<file path="src/rtl/tcam_pkg.sv">
// tcam_pkg
// Shared definitions for the FPGA TCAM rule-update and lookup stages.
//   - tcam_state_e : state encoding of the rule-write engine
//   - TCAM_WID / TCAM_AWID / TCAM_RIDW : default rule count, key-chunk width
//     and rule-index width
//   - tcam_match   : ternary pattern/mask compare of one key chunk, shared
//     with the lookup stage so both sides agree on what "match" means
package tcam_pkg;

    // Default geometry: 10 rules, 2-bit key chunk (4 RAM rows), 4-bit rule index.
    localparam int TCAM_WID  = 10;
    localparam int TCAM_AWID = 2;
    localparam int TCAM_RIDW = 4;

    // Widest key chunk tcam_match accepts; narrower chunks are zero-extended
    // by the caller, which cannot change the result.
    localparam int TCAM_KEY_MAXW = 16;

    // Rule-write engine states. ST_INIT is only reachable when the clear
    // sweep after reset is compiled in.
    typedef enum logic [2:0] {
        ST_IDLE = 3'd0,
        ST_RD   = 3'd1,
        ST_WR   = 3'd2,
        ST_FIN  = 3'd3,
        ST_INIT = 3'd4
    } tcam_state_e;

    // A key matches when it agrees with the pattern on every bit the mask
    // does not mark as don't-care (mask bit 1 = don't care).
    function automatic logic tcam_match(
        input logic [TCAM_KEY_MAXW-1:0] key,
        input logic [TCAM_KEY_MAXW-1:0] pat,
        input logic [TCAM_KEY_MAXW-1:0] msk
    );
        return ((key ^ pat) & ~msk) == '0;
    endfunction

endpackage

</file>
<file path="src/rtl/tcam_row_merge.sv">
// tcam_row_merge
// Combinational row update: copies a RAM row and replaces the bit that
// belongs to one rule.
//   rdo  in  WID  : row as read from the match RAM
//   rule in  RIDW : rule whose bit is replaced
//   nbit in  1    : new value for that bit
//   wdi  out WID  : row to write back
module tcam_row_merge
    import tcam_pkg::*;
#(
    parameter int WID  = TCAM_WID,
    parameter int RIDW = TCAM_RIDW
) (
    input  logic [WID-1:0]  rdo,
    input  logic [RIDW-1:0] rule,
    input  logic            nbit,
    output logic [WID-1:0]  wdi
);

    // Compare the rule index against every bit position instead of indexing
    // with it, so an out-of-range index simply leaves the row untouched.
    always_comb begin
        wdi = rdo;
        for (int i = 0; i < WID; i++) begin
            if (rule == RIDW'(i)) begin
                wdi[i] = nbit;
            end
        end
    end

endmodule

</file>
<file path="src/rtl/tcam_rule_wr.sv">
// tcam_rule_wr
// Rule-update engine in front of the TCAM match RAM. One request adds or
// deletes a ternary rule by sweeping every RAM row with read-modify-write and
// setting/clearing that rule's bit according to the pattern/mask compare.
//
// Optional feature: define TCAM_RULE_WR_INIT_EN to clear every RAM row with a
// write sweep after reset before the first request is accepted.
//
// Ports
//   clk      in  1    : clock, also clocks both RAM ports
//   rst      in  1    : synchronous active-high reset
//   req_vld  in  1    : request valid
//   req_rdy  out 1    : engine can accept a request
//   req_rule in  RIDW : rule index
//   req_pat  in  AWID : rule pattern
//   req_msk  in  AWID : don't-care mask, 1 = don't care
//   req_del  in  1    : 1 = delete the rule
//   busy     out 1    : sweep (or clear sweep) in progress
//   done     out 1    : one-cycle pulse at the end of a request
//   err      out 1    : pulses with done when the request is rejected
//   ra       out AWID : RAM read address
//   rdo      in  WID  : RAM read data, one cycle after ra
//   wa       out AWID : RAM write address
//   wdi      out WID  : RAM write data
//   we       out 1    : RAM write enable
module tcam_rule_wr
    import tcam_pkg::*;
#(
    parameter int WID  = TCAM_WID,
    parameter int AWID = TCAM_AWID,
    parameter int DEP  = 1 << AWID,
    parameter int RIDW = TCAM_RIDW
) (
    input  logic            clk,
    input  logic            rst,
    input  logic            req_vld,
    output logic            req_rdy,
    input  logic [RIDW-1:0] req_rule,
    input  logic [AWID-1:0] req_pat,
    input  logic [AWID-1:0] req_msk,
    input  logic            req_del,
    output logic            busy,
    output logic            done,
    output logic            err,
    output logic [AWID-1:0] ra,
    input  logic [WID-1:0]  rdo,
    output logic [AWID-1:0] wa,
    output logic [WID-1:0]  wdi,
    output logic            we
);

    localparam logic [AWID-1:0] LAST_ROW = AWID'(DEP - 1);

    tcam_state_e     state;
    logic [AWID-1:0] cnt;
    logic [RIDW-1:0] lat_rule;
    logic [AWID-1:0] lat_pat;
    logic [AWID-1:0] lat_msk;
    logic            lat_del;

    logic            hit;
    logic            nbit;
    logic [WID-1:0]  merged;

    // Does the row currently being rewritten (key value == cnt) match the
    // latched rule? A delete forces the bit to zero regardless.
    assign hit  = tcam_match(TCAM_KEY_MAXW'(cnt), TCAM_KEY_MAXW'(lat_pat),
                             TCAM_KEY_MAXW'(lat_msk));
    assign nbit = hit & ~lat_del;

    tcam_row_merge #(
        .WID  (WID),
        .RIDW (RIDW)
    ) u_merge (
        .rdo  (rdo),
        .rule (lat_rule),
        .nbit (nbit),
        .wdi  (merged)
    );

    // RAM side is decoded purely from registered state plus rdo, so we never
    // depends combinationally on the request inputs. Both addresses follow
    // cnt: RD reads row cnt, the following WR writes the same row back.
    // During the clear sweep, busy gates we so nothing is written in the
    // cycle right after reset while the engine is still arming.
    always_comb begin
        ra  = cnt;
        wa  = cnt;
        we  = 1'b0;
        wdi = '0;
        case (state)
            ST_WR: begin
                we  = 1'b1;
                wdi = merged;
            end
`ifdef TCAM_RULE_WR_INIT_EN
            ST_INIT: begin
                we  = busy;
            end
`endif
            default: begin
                we  = 1'b0;
            end
        endcase
    end

    // Control FSM with registered status outputs. done/err default low each
    // cycle and are raised only on the transition into FIN, giving a single
    // cycle pulse. req_rdy is registered, so after reset it rises one cycle
    // later (or once the clear sweep has finished).
    always_ff @(posedge clk) begin
        if (rst) begin
`ifdef TCAM_RULE_WR_INIT_EN
            state    <= ST_INIT;
`else
            state    <= ST_IDLE;
`endif
            cnt      <= '0;
            req_rdy  <= 1'b0;
            busy     <= 1'b0;
            done     <= 1'b0;
            err      <= 1'b0;
            lat_rule <= '0;
            lat_pat  <= '0;
            lat_msk  <= '0;
            lat_del  <= 1'b0;
        end else begin
            done <= 1'b0;
            err  <= 1'b0;
            case (state)
                ST_IDLE: begin
                    req_rdy <= 1'b1;
                    if (req_vld && req_rdy) begin
                        lat_rule <= req_rule;
                        lat_pat  <= req_pat;
                        lat_msk  <= req_msk;
                        lat_del  <= req_del;
                        cnt      <= '0;
                        req_rdy  <= 1'b0;
                        busy     <= 1'b1;
                        // A rule index with no bit in the row is rejected
                        // without touching the RAM.
                        if (32'(req_rule) >= WID) begin
                            state <= ST_FIN;
                            done  <= 1'b1;
                            err   <= 1'b1;
                        end else begin
                            state <= ST_RD;
                        end
                    end
                end
                ST_RD: begin
                    state <= ST_WR;
                end
                ST_WR: begin
                    if (cnt == LAST_ROW) begin
                        state <= ST_FIN;
                        done  <= 1'b1;
                    end else begin
                        cnt   <= cnt + 1'b1;
                        state <= ST_RD;
                    end
                end
                ST_FIN: begin
                    state   <= ST_IDLE;
                    busy    <= 1'b0;
                    req_rdy <= 1'b1;
                end
`ifdef TCAM_RULE_WR_INIT_EN
                ST_INIT: begin
                    // First INIT cycle only arms busy; rows are then cleared
                    // one per cycle.
                    if (!busy) begin
                        busy <= 1'b1;
                    end else if (cnt == LAST_ROW) begin
                        state   <= ST_IDLE;
                        cnt     <= '0;
                        busy    <= 1'b0;
                        req_rdy <= 1'b1;
                    end else begin
                        cnt <= cnt + 1'b1;
                    end
                end
`endif
                default: begin
                    state   <= ST_IDLE;
                    busy    <= 1'b0;
                    req_rdy <= 1'b0;
                end
            endcase
        end
    end

endmodule
</file>
<file path="config.mk">
export PLATFORM = sky130hd
export DESIGN_NAME = tcam_rule_wr
export DESIGN_NICKNAME = d
export VERILOG_FILES = /design/src/rtl/tcam_pkg.sv /design/src/rtl/tcam_row_merge.sv /design/src/rtl/tcam_rule_wr.sv
export SDC_FILE = /design/constraint.sdc
export NUM_CORES = 1
export LEC_CHECK = 0
export ABC_AREA = 1
export BUFFER_PORTS_ARGS = -buffer_cell sky130_fd_sc_hd__buf_2
export CORE_MARGIN = 1
export CORE_UTILIZATION = 46
export CTS_CLUSTER_DIAMETER = 150
export DETAILED_ROUTE_END_ITERATION = 8
export PLACE_DENSITY = 0.79
export SETUP_SLACK_MARGIN = 0.5
export SYNTH_ARGS = -nofsm -noshare
export SYNTH_HDL_FRONTEND = slang
export SYNTH_SLANG_ARGS = --single-unit
</file>
<file path="constraint.sdc">
create_clock -name clk -period 1.8 [get_ports clk]
set_clock_uncertainty 0.05 [all_clocks]
set_input_delay 0.27 -clock clk [delete_from_list [all_inputs] [get_ports clk]]
set_output_delay 0.27 -clock clk [all_outputs]
set_load 0.01 [all_outputs]
</file>
==> key figures <==
Outcome
  – Outcome: completed

Route
  – Vias per Instance: 5.54
  – Final WL: 3450 um
  – DRT iter0 DRCs: 28
  – Total number of vias: 1,253
  – Router iterations before antenna repair: 4
  – Drt drc: 0
  – DR WL/cell: 15.3 um
  – Antenna viol nets, final: 0

Power and ir drop
  – PwrDens: 1520 nW/um^2
  – Combinational power share: 66.4%
  – Pint: 0.00126 W
  – Switching part of the total: 50.0%
  – Clock power frac: 8.5%
  – Lkg Pwr: 0.770 nW
  – VDD IR-drop max: 1320 uV
  – Pwr Total: 0.00251 W
  – Switching power total: 0.00125 W
  – Seq pwr share: 25.2%

Min path
  – Hold crit path type: in2reg
  – Hold Crit Start: rst

Clocking
  – Cts bufs inserted: 3
  – H-tree levels: 1
  – CTS Sinks: 17
  – Clk buf depth: 2
  – CTS Root Cell: clkbuf_4
  – Hold_buf cts: 0
  – Clk pin slew, worst setup/hold paths: 110 ps
  – Clock Latency Late Sink: 300 ps
  – Clock tree from TritonCTS: done

Yosys
  – Xor and xnor fraction of the mapped netlist area: 0%
  – Yosys warns: 0
  – Multiplexer share of the synthesized area: 0%
  – Gate Count Post-Synth: 145
  – Synth Area in Simple Gates: 21.7%
  – Area leader, netlist: dfxtp_1
  – Yosys reg bits: 17
  – Post-synthesis sequential area ratio: 34.7%
  – Compound-Gate Fraction of Synth Area: 25.5%
  – Adder-Cell Fraction of Synth Area: 6.39%
  – Avg Inst Size Synth: 6.76 sq um
  – Main area contributors after synthesis: dfxtp_1 (35%), a21oi_1 (13%), o21ai_0 (11%)
  – Synthesized net count: 172
  – Main combinational cell family by area after synthesis: compound AO/OA/AOI/OAI gates
  – Yosys top cell area share: 34.7%
  – Unique cell type count in the Yosys netlist: 18
  – Mapped Area: 980 sq um

Floorplanning
  – Core Area: 1980 sq um
  – Die width: 48.2 um
  – Row count: 16
  – Total die area: 2320 sq um
  – # IOs: 41
  – Die H: 48.2 um
  – Starting Density: 49.4%

Worst setup path
  – Crit path required time: 1480 ps
  – Critical-path maximum fanout: 5
  – Setup slack, reg-to-reg: 250 ps
  – Endpoint type of the worst setup path: output pin
  – Kind of critical path: reg2out
  – WP data arrival: 1370 ps
  – Startpoint Class: flip-flop
  – Worst r2r src: state[0]
  – Worst Setup SP: ra[1]

Placement
  – Area post-placement: 1190 sq um
  – GP Congestion: 0.797
  – Hpwl dp: 1690 um
  – Port bufs: 40

Global routing
  – Initial antenna violation count: 0
  – Largest net degree at the start of global routing: 19
  – Vias in the first global route: 1,006
  – Total GRT Usage: 24.7%
  – Grt ovf: 0
  – First-pass GRT wire length: 4060 um

STA
  – Final Hold Violating Endpoints: 0
  – Slew Limit Fails: 0
  – Slew margin rel.: 77.6%
  – Final setup vio count: 0
  – Final Critical Period: 1690 ps
  – RSZ-0062 raised after global routing: true
  – Worst slew pin tran: 336 ps
  – Highest Clock Rate: 593 MHz
  – Sum Neg Setup Slack: 0 ps
  – Crit share post-route: 93.7%
  – Min Hold Slack: 148 ps

Cells and area
  – Multi-input logic area: 808 sq um
  – Ant diodes: 0
  – Cell area after layout: 1650 sq um
  – Nets@finish: 227
  – FF+latch area: 368 sq um
  – Share of cells above drive strength 1: 66.3%
  – Fillcell total: 118
  – Core Util, Final: 83.5%
  – Area growth syn-to-layout: 68.8%

Job
  – Max-cap viol count: 0
## worst max-delay path, cell delays in order, from the launching register on
cell     delay (ps)
dfxtp_4         420
nand2_4          70
nand3_4         110
nand3_4         130
a21oi_2         170
buf_2           160
## layer usage
metal | share of wire, % | track usage [%] | vias to the layer above
met5 | 0 | 0 | -
met4 | 0.93 | 8.33 | 0
met3 | 4.2 | 3.70 | 5
met2 | 56 | 47.7 | 52
met1 | 39 | 26.9 | 606
li1 | - | - | 590
## worst paths after layout
kind / cells after the start / to
hold reg to reg: 2 / lat_pat[0]
hold / removal: 2 / ra[0]
setup reg to reg: 10 / state[1]
setup / recovery: 5 / wdi[0]
## cell usage after synthesis, drive strengths merged
library cell,instances
a21oi,26
buf,3
clkbuf,2
dfxtp,17
ha,5
inv,21
nand2,24
nand3,6
nand4,1
nor2,17
o211ai,2
o21ai,21
## state kept, by name (all words and copies together), names as in the netlist
name,cells
err,1
state,2
lat_del,1
busy,1
req_rdy,1
lat_msk,2
done,1
ra,2
lat_rule,4
lat_pat,2
## layout by cell type, fill, tap and decap left out
| cell type | n |
|---|---|
| o211ai_1 | 2 |
| buf_2 | 39 |
| inv_1 | 10 |
| nand3_4 | 5 |
| ha_4 | 2 |
| nand2_2 | 9 |
| nand2_4 | 7 |
| nor2_2 | 5 |
| clkbuf_4 | 3 |
| buf_6 | 4 |
| o21ai_0 | 10 |
| nor2_1 | 7 |
| nand3_1 | 2 |
| o21ai_1 | 7 |
| ha_1 | 3 |
| a21oi_2 | 15 |
| inv_4 | 6 |
| a21oi_1 | 11 |
| nand4_1 | 1 |
| nand2_8 | 1 |
| clkinv_2 | 1 |
| dfxtp_4 | 6 |
| dfxtp_2 | 4 |
| dfxtp_1 | 7 |
| buf_4 | 11 |
| o21ai_2 | 4 |
| nand2_1 | 7 |
| inv_2 | 5 |
| nor2_4 | 5 |
## metrics by stage
step | setup WS, ps | instances
global placement | 387 | 207
CTS | 177 | 221
finish | 114 | 226
floorplan | 484 | 145
detailed placement | 352 | 207
global route | 26.0 | 226
## cell families (layout without fill, tap and decap cells)
group / after synthesis / after routing
buf+inv: 26 / 79
compound gates: 49 / 49
fa+ha+maj: 5 / 5
flops: 17 / 17
simple gates: 48 / 49
## area by class of cell
cell class | count | share of cell area, %
multi-input cells | 103 | 48.9
repair buffers | 54 | 19.5
clock inverters | 1 | 0.303
well taps | 27 | 2.04
flip-flops and latches | 17 | 22.2
clock buffers | 3 | 1.36
inverters | 21 | 5.67
## power by group through the flow
stage / Combinational [W] / Clock, W / Sequential, W
after floorplan: 0.000688 / 0 / 0.000571
after global placement: 0.000872 / 0 / 0.000561
after detailed placement: 0.000896 / 0 / 0.000568
after CTS: 0.00136 / 0.000206 / 0.000575
after global routing: 0.00177 / 0.000225 / 0.000644
final: 0.00167 / 0.000212 / 0.000632
## what timing repair did
item / in CTS / in global routing
endpoints found under the setup margin: 26 / 19
gates resized for setup: 62 / 50
pin swaps: 15 / 14
buffers inserted: 9 / 5
cloned: 1 / 0
hold endpoints to repair: 0 / 0
No activity file was read; power rests on OpenSTA's default activity.
